File: src/rtl/ssd_scan_scheduler.sv
// Eight-digit seven-segment scan driver with blanking, hex decode,
// leading-zero suppression and frame-aligned double-buffered loads.
module ssd_scan_scheduler #(
  parameter int DIGIT_CYCLES = 131072,
  parameter int BLANK_CYCLES = 1024,
  parameter int CNT_W        = 20
) (
  input  logic        ClkPort,
  input  logic        Reset,
  input  logic [31:0] digits_in,
  input  logic [7:0]  dp_in,
  input  logic [7:0]  enable_in,
  input  logic        blank_zeros_in,
  input  logic        load,
  output logic        load_ack,
  output logic        frame_tick,
  output logic [7:0]  An,
  output logic [7:0]  Cath
);

  typedef enum logic {BLANK, DRIVE} state_e;

  state_e             state_q, state_d;
  logic [2:0]         idx_q, idx_d;
  logic [CNT_W-1:0]   cnt_q, cnt_d;
  logic               wrap;

  logic [31:0]        pdig_q, sdig_q;
  logic [7:0]         pdp_q, sdp_q;
  logic [7:0]         pen_q, sen_q;
  logic               pbz_q, sbz_q;
  logic               pflag_q;

  logic [7:0]         an_q, an_d;
  logic [7:0]         cath_q, cath_d;
  logic               ack_q, tick_q;

  logic [7:0]         supp;
  logic               zero_above;
  logic               lit;

  function automatic logic [6:0] seg7(input logic [3:0] n);
    unique case (n)
      4'h0: seg7 = 7'b0000001;
      4'h1: seg7 = 7'b1001111;
      4'h2: seg7 = 7'b0010010;
      4'h3: seg7 = 7'b0000110;
      4'h4: seg7 = 7'b1001100;
      4'h5: seg7 = 7'b0100100;
      4'h6: seg7 = 7'b0100000;
      4'h7: seg7 = 7'b0001111;
      4'h8: seg7 = 7'b0000000;
      4'h9: seg7 = 7'b0000100;
      4'hA: seg7 = 7'b0001000;
      4'hB: seg7 = 7'b1100000;
      4'hC: seg7 = 7'b0110001;
      4'hD: seg7 = 7'b1000010;
      4'hE: seg7 = 7'b0110000;
      default: seg7 = 7'b0111000;
    endcase
  endfunction

  always_comb begin
    state_d = state_q;
    idx_d   = idx_q;
    cnt_d   = cnt_q + 1'b1;
    wrap    = 1'b0;
    unique case (state_q)
      BLANK: begin
        if (cnt_q == CNT_W'(BLANK_CYCLES - 1)) begin
          state_d = DRIVE;
          cnt_d   = '0;
        end
      end
      DRIVE: begin
        if (cnt_q == CNT_W'(DIGIT_CYCLES - 1)) begin
          state_d = BLANK;
          cnt_d   = '0;
          idx_d   = idx_q + 3'd1;
          wrap    = (idx_q == 3'd7);
        end
      end
      default: state_d = BLANK;
    endcase
  end

  // A digit is suppressed when it and every digit left of it are zero.
  always_comb begin
    supp       = '0;
    zero_above = 1'b1;
    for (int i = 7; i >= 1; i--) begin
      zero_above = zero_above && (sdig_q[4*i +: 4] == 4'd0);
      supp[i]    = sbz_q && zero_above;
    end
  end

  always_comb begin
    lit    = (state_q == DRIVE) && sen_q[idx_q] && !supp[idx_q];
    an_d   = 8'hFF;
    cath_d = 8'hFF;
    if (lit) begin
      an_d   = ~(8'd1 << idx_q);
      cath_d = {seg7(sdig_q[4*idx_q +: 4]), ~sdp_q[idx_q]};
    end
  end

  always_ff @(posedge ClkPort or posedge Reset) begin
    if (Reset) begin
      state_q <= BLANK;
      idx_q   <= '0;
      cnt_q   <= '0;
      pdig_q  <= '0;
      pdp_q   <= '0;
      pen_q   <= '0;
      pbz_q   <= 1'b0;
      pflag_q <= 1'b0;
      sdig_q  <= '0;
      sdp_q   <= '0;
      sen_q   <= '0;
      sbz_q   <= 1'b0;
      an_q    <= 8'hFF;
      cath_q  <= 8'hFF;
      ack_q   <= 1'b0;
      tick_q  <= 1'b0;
    end else begin
      state_q <= state_d;
      idx_q   <= idx_d;
      cnt_q   <= cnt_d;
      an_q    <= an_d;
      cath_q  <= cath_d;
      tick_q  <= wrap;
      ack_q   <= wrap && pflag_q;
      if (wrap && pflag_q) begin
        sdig_q <= pdig_q;
        sdp_q  <= pdp_q;
        sen_q  <= pen_q;
        sbz_q  <= pbz_q;
      end
      // A load on the boundary cycle re-arms the flag for the next frame.
      if (load) begin
        pdig_q  <= digits_in;
        pdp_q   <= dp_in;
        pen_q   <= enable_in;
        pbz_q   <= blank_zeros_in;
        pflag_q <= 1'b1;
      end else if (wrap) begin
        pflag_q <= 1'b0;
      end
    end
  end

  assign An         = an_q;
  assign Cath       = cath_q;
  assign load_ack   = ack_q;
  assign frame_tick = tick_q;

endmodule

File: config.mk
export PLATFORM = sky130hd
export DESIGN_NAME = ssd_scan_scheduler
export DESIGN_NICKNAME = d
export VERILOG_FILES = /design/src/rtl/ssd_scan_scheduler.sv
export SDC_FILE = /design/constraint.sdc
export NUM_CORES = 1
export LEC_CHECK = 0
export CAP_MARGIN = 15
export CORE_MARGIN = 3
export CORE_UTILIZATION = 39
export DETAILED_ROUTE_END_ITERATION = 7
export GPL_ROUTABILITY_DRIVEN = 0
export HOLD_SLACK_MARGIN = 0.12
export SETUP_SLACK_MARGIN = 0.05
export SLEW_MARGIN = 10
export SYNTH_ARGS = -nofsm -noshare
export SYNTH_HDL_FRONTEND = slang
export SYNTH_SLANG_ARGS = --single-unit
File: constraint.sdc
create_clock -name ClkPort -period 5 [get_ports ClkPort]
set_input_delay 1.5 -clock ClkPort [delete_from_list [all_inputs] [get_ports ClkPort]]
set_output_delay 1.5 -clock ClkPort [all_outputs]
set_load 0.02 [all_outputs]
==> impl_results.md <==
- DR vias: 3669
- Critical path's top delay family: buffers and inverters
- Syn Area/Cell: 14.1 um2
- Global-route wire length before repair: 20500 um
- Initial antenna violation count: 0
- Pwr dens: 341 nW/um2
- Layout cells sized above 1: 0.329
- Seq/Total Area, Yosys: 0.575
- Initial DRC count: 179
- Crit path buffers/inverters: 1
- Gates resized, CTS repair: 0
- RSZ-0062 raised after global routing: no
- Util after Layout: 0.503
- Final period utilization: 0.606
- Later-pin clock latency in the skew report: 0.42 ns
- FILL cells: 1337
- Clk root buf: clkbuf_16
- Slew Limit Headroom: 0.336
- Fin Clk Skew: 0.0125 ns
- Die area: 17400 um2
- Leak pwr: 3.46 nW
- Arr. time, crit path: 1.53 ns
- Status: finished clean
- Design area: 7700 um2
- Fin nets: 578
- # IOs: 70
- # setup viols final: 0
- Die Width: 132 um
- Final HPWL from detailed placement: 8350 um
- Hold depth: 1
- Crit-path cells: clkdlybuf4s50_1
- Syn_nets: 503
- GRT Util Overall: 0.148
- Setup Crit Path Kind: register to output port
- Worst EP required: 3.50 ns
- Grt ovf: 0
- Worst r2r path cells: 7
- Minimum clock period: 3.03 ns
- Max Freq: 330 MHz
- CORE AREA: 15300 um2
- Yosys cell types: 46
- CP peak stage delay: 0.60 ns
- Vias in the first global route: 3986
- Number of post-CTS setup repair buffers: 0
- Pre-antenna DRT Iters: 4
- Die height: 132 um
- Max cap viols: 0
- Number of flops mapped to enable cells by yosys: 0
- Port bufs: 69
- Setup crit start kind: register
- CTS Buffer Depth: 2
- Post-route ant nets: 0
- Total CTS buffers: 17
- DRC viols: 0
- Vias per cell: 4.98
- Synthesized flop and latch total: 141
- Measured slew at the worst slew-check pin: 0.968 ns
- Synth area leader: dfrtp_1
- Synth Instances: 438
- Ranking of synthesized cells by area: dfrtp_1, mux2_2, dfstp_2
- Worst Hold Class: register to register
- Ant diodes: 0
- CTS tree: yes
- Yosys top cell area share: 0.507
- Largest net degree at the start of global routing: 54
- Placement Cell Area: 7060 um2
- Clk sinks: 141
- Total Wirelength: 11700 um
- Ys Warns: 0
- Row count: 45
- Initial Util: 0.403
- Synth Flop Type: dfrtp_1
- Per-cell routed wire length: 15.9 um
- Fin. max-slew vios: 0
- Crit path max-delay cell type: clkdlybuf4s50_1
- Mapped cell area: 6170 um2
- Fin Hold WS: 0.466 ns
- Area grow syn2layout: 24.8%
- Reg clk slew, reported paths: 0.06 ns
- Max H-tree Level: 4
- Setup crit end kind: output port
- Ys async rst share: 1.00
- Max VDD drop: 0.000254 V
- Final Hold Vio Count: 0
- CTS Hold Bufs: 0
- Crit path depth: 1
- Critical Path Fanout Max: 1
- TNS Setup: 0 ns
synth_stat cells, types with 2 or more instances:
| cell | count |
|---|---|
| or3_1 | 2 |
| mux2_2 | 91 |
| xnor2_1 | 8 |
| mux2i_1 | 3 |
| o221ai_1 | 4 |
| nand4_1 | 3 |
| nand2_1 | 35 |
| a21oi_1 | 3 |
| nor3_1 | 3 |
| mux4_2 | 12 |
| o211ai_1 | 2 |
| buf_1 | 3 |
| nand3_1 | 12 |
| buf_4 | 2 |
| inv_1 | 11 |
| nor2_1 | 16 |
| clkbuf_1 | 3 |
| buf_2 | 7 |
| buf_6 | 3 |
| nor4_1 | 11 |
| dfstp_2 | 16 |
| o21ai_0 | 5 |
| dfrtp_1 | 125 |
| ha_1 | 13 |
| xor2_1 | 11 |
| and3_1 | 3 |
| and2_1 | 2 |
| mux2_4 | 10 |
| nand2b_1 | 2 |
per-stage QoR:
stage	cells	worst slack (ns)	total power, W
after floorplan	438	1.75	0.00128
after global placement	704	2.03	0.00134
after detailed placement	704	2.01	0.00135
after CTS	736	1.94	0.00266
after global routing	737	1.91	0.00273
final	737	1.97	0.00262
registers in the layout, indices dropped and copies added, names as in the netlist:
register	flops
state_q	1
cnt_q	20
frame_tick	1
sdp_q	8
Cath	8
pflag_q	1
pbz_q	1
sbz_q	1
idx_q	3
sen_q	8
sdig_q	32
pdig_q	32
An	8
pen_q	8
load_ack	1
pdp_q	8
kinds of logic after synthesis:
kind of cell               Yosys count  share of synthesized area
and+or+nand+nor                     96                     0.0805
xor gates and xnor gates            19                     0.0270
DFF                                141                      0.575
buffers and inverters               30                     0.0245
adders and majority gates           13                     0.0264
AOI/OAI and AO/OA                   22                     0.0253
muxes                              117                      0.241
path summary, 6_finish.rpt:
kind                               to  startpoint  slack (ns)
max                             An[1]       An[1]        1.97
min                         cnt_q[19]   cnt_q[19]        0.47
max reg2reg                sdig_q[12]    cnt_q[0]        2.15
min reg2reg                 cnt_q[19]   cnt_q[19]        0.47
max in group asynchronous     Cath[0]       Reset        2.52
min in group asynchronous    pen_q[1]       Reset        1.61
where the power goes:
part / internal (W) / switching (W)
Sequential: 0.00118 / 0.0000234
Clock: 0.000836 / 0.000465
Combinational: 0.0000738 / 0.0000441
Total: 0.00209 / 0.000532
cells in the final DEF (no fill, tap or decap), types with 2 or more instances in the layout:
cell             netlist  layout
a21oi_1                3       3
and2_1                 2       2
and3_1                 3       3
buf_12                 0       2
buf_4                  2       3
bufinv_16              0       3
clkbuf_16              0      17
clkbuf_8               0       4
clkdlybuf4s50_1        0      68
clkinv_2               0       3
clkinv_4               0       2
clkinvlp_4             0       3
dfrtp_1              125     125
dfstp_2               16      16
ha_1                  13      13
inv_1                 11      10
mux2_2                91      91
mux2_4                10      10
mux2i_1                3       3
mux4_2                12      12
nand2_1               35      35
nand2b_1               2       2
nand3_1               12      12
nand4_1                3       3
nor2_1                16      16
nor3_1                 3       3
nor4_1                11      11
o211ai_1               2       2
o21ai_0                5       5
o221ai_1               4       4
or3_1                  2       2
xnor2_1                8       8
xor2_1                11      11
routing by layer:
layer	share of wire	vias to the layer above	global-route usage
li1	-	1723	-
met5	0	-	0
met1	0.48	1860	0.204
met2	0.47	74	0.226
met4	0.011	0	0.0455
met3	0.039	12	0.0447
area by class of cell:
class	count	area, um2	share of cell area
multi-input cells	267	2470	0.321
inverters	12	48.8	0.00634
clock buffers	22	484	0.0629
repair buffers	74	748	0.0971
flip-flops and latches	141	3550	0.461
clock inverters	10	138	0.0179
well taps	211	264	0.0343
worst reg2reg max path, stage by stage, from the launching register on:
cell     delay [ns]
dfrtp_1        0.39
ha_1           0.21
nand3_1        0.23
nor2_1         0.36
and3_4         0.28
nand3_2        0.43
buf_4          0.47
mux2_2         0.35
(Power assumes the default switching activity.)
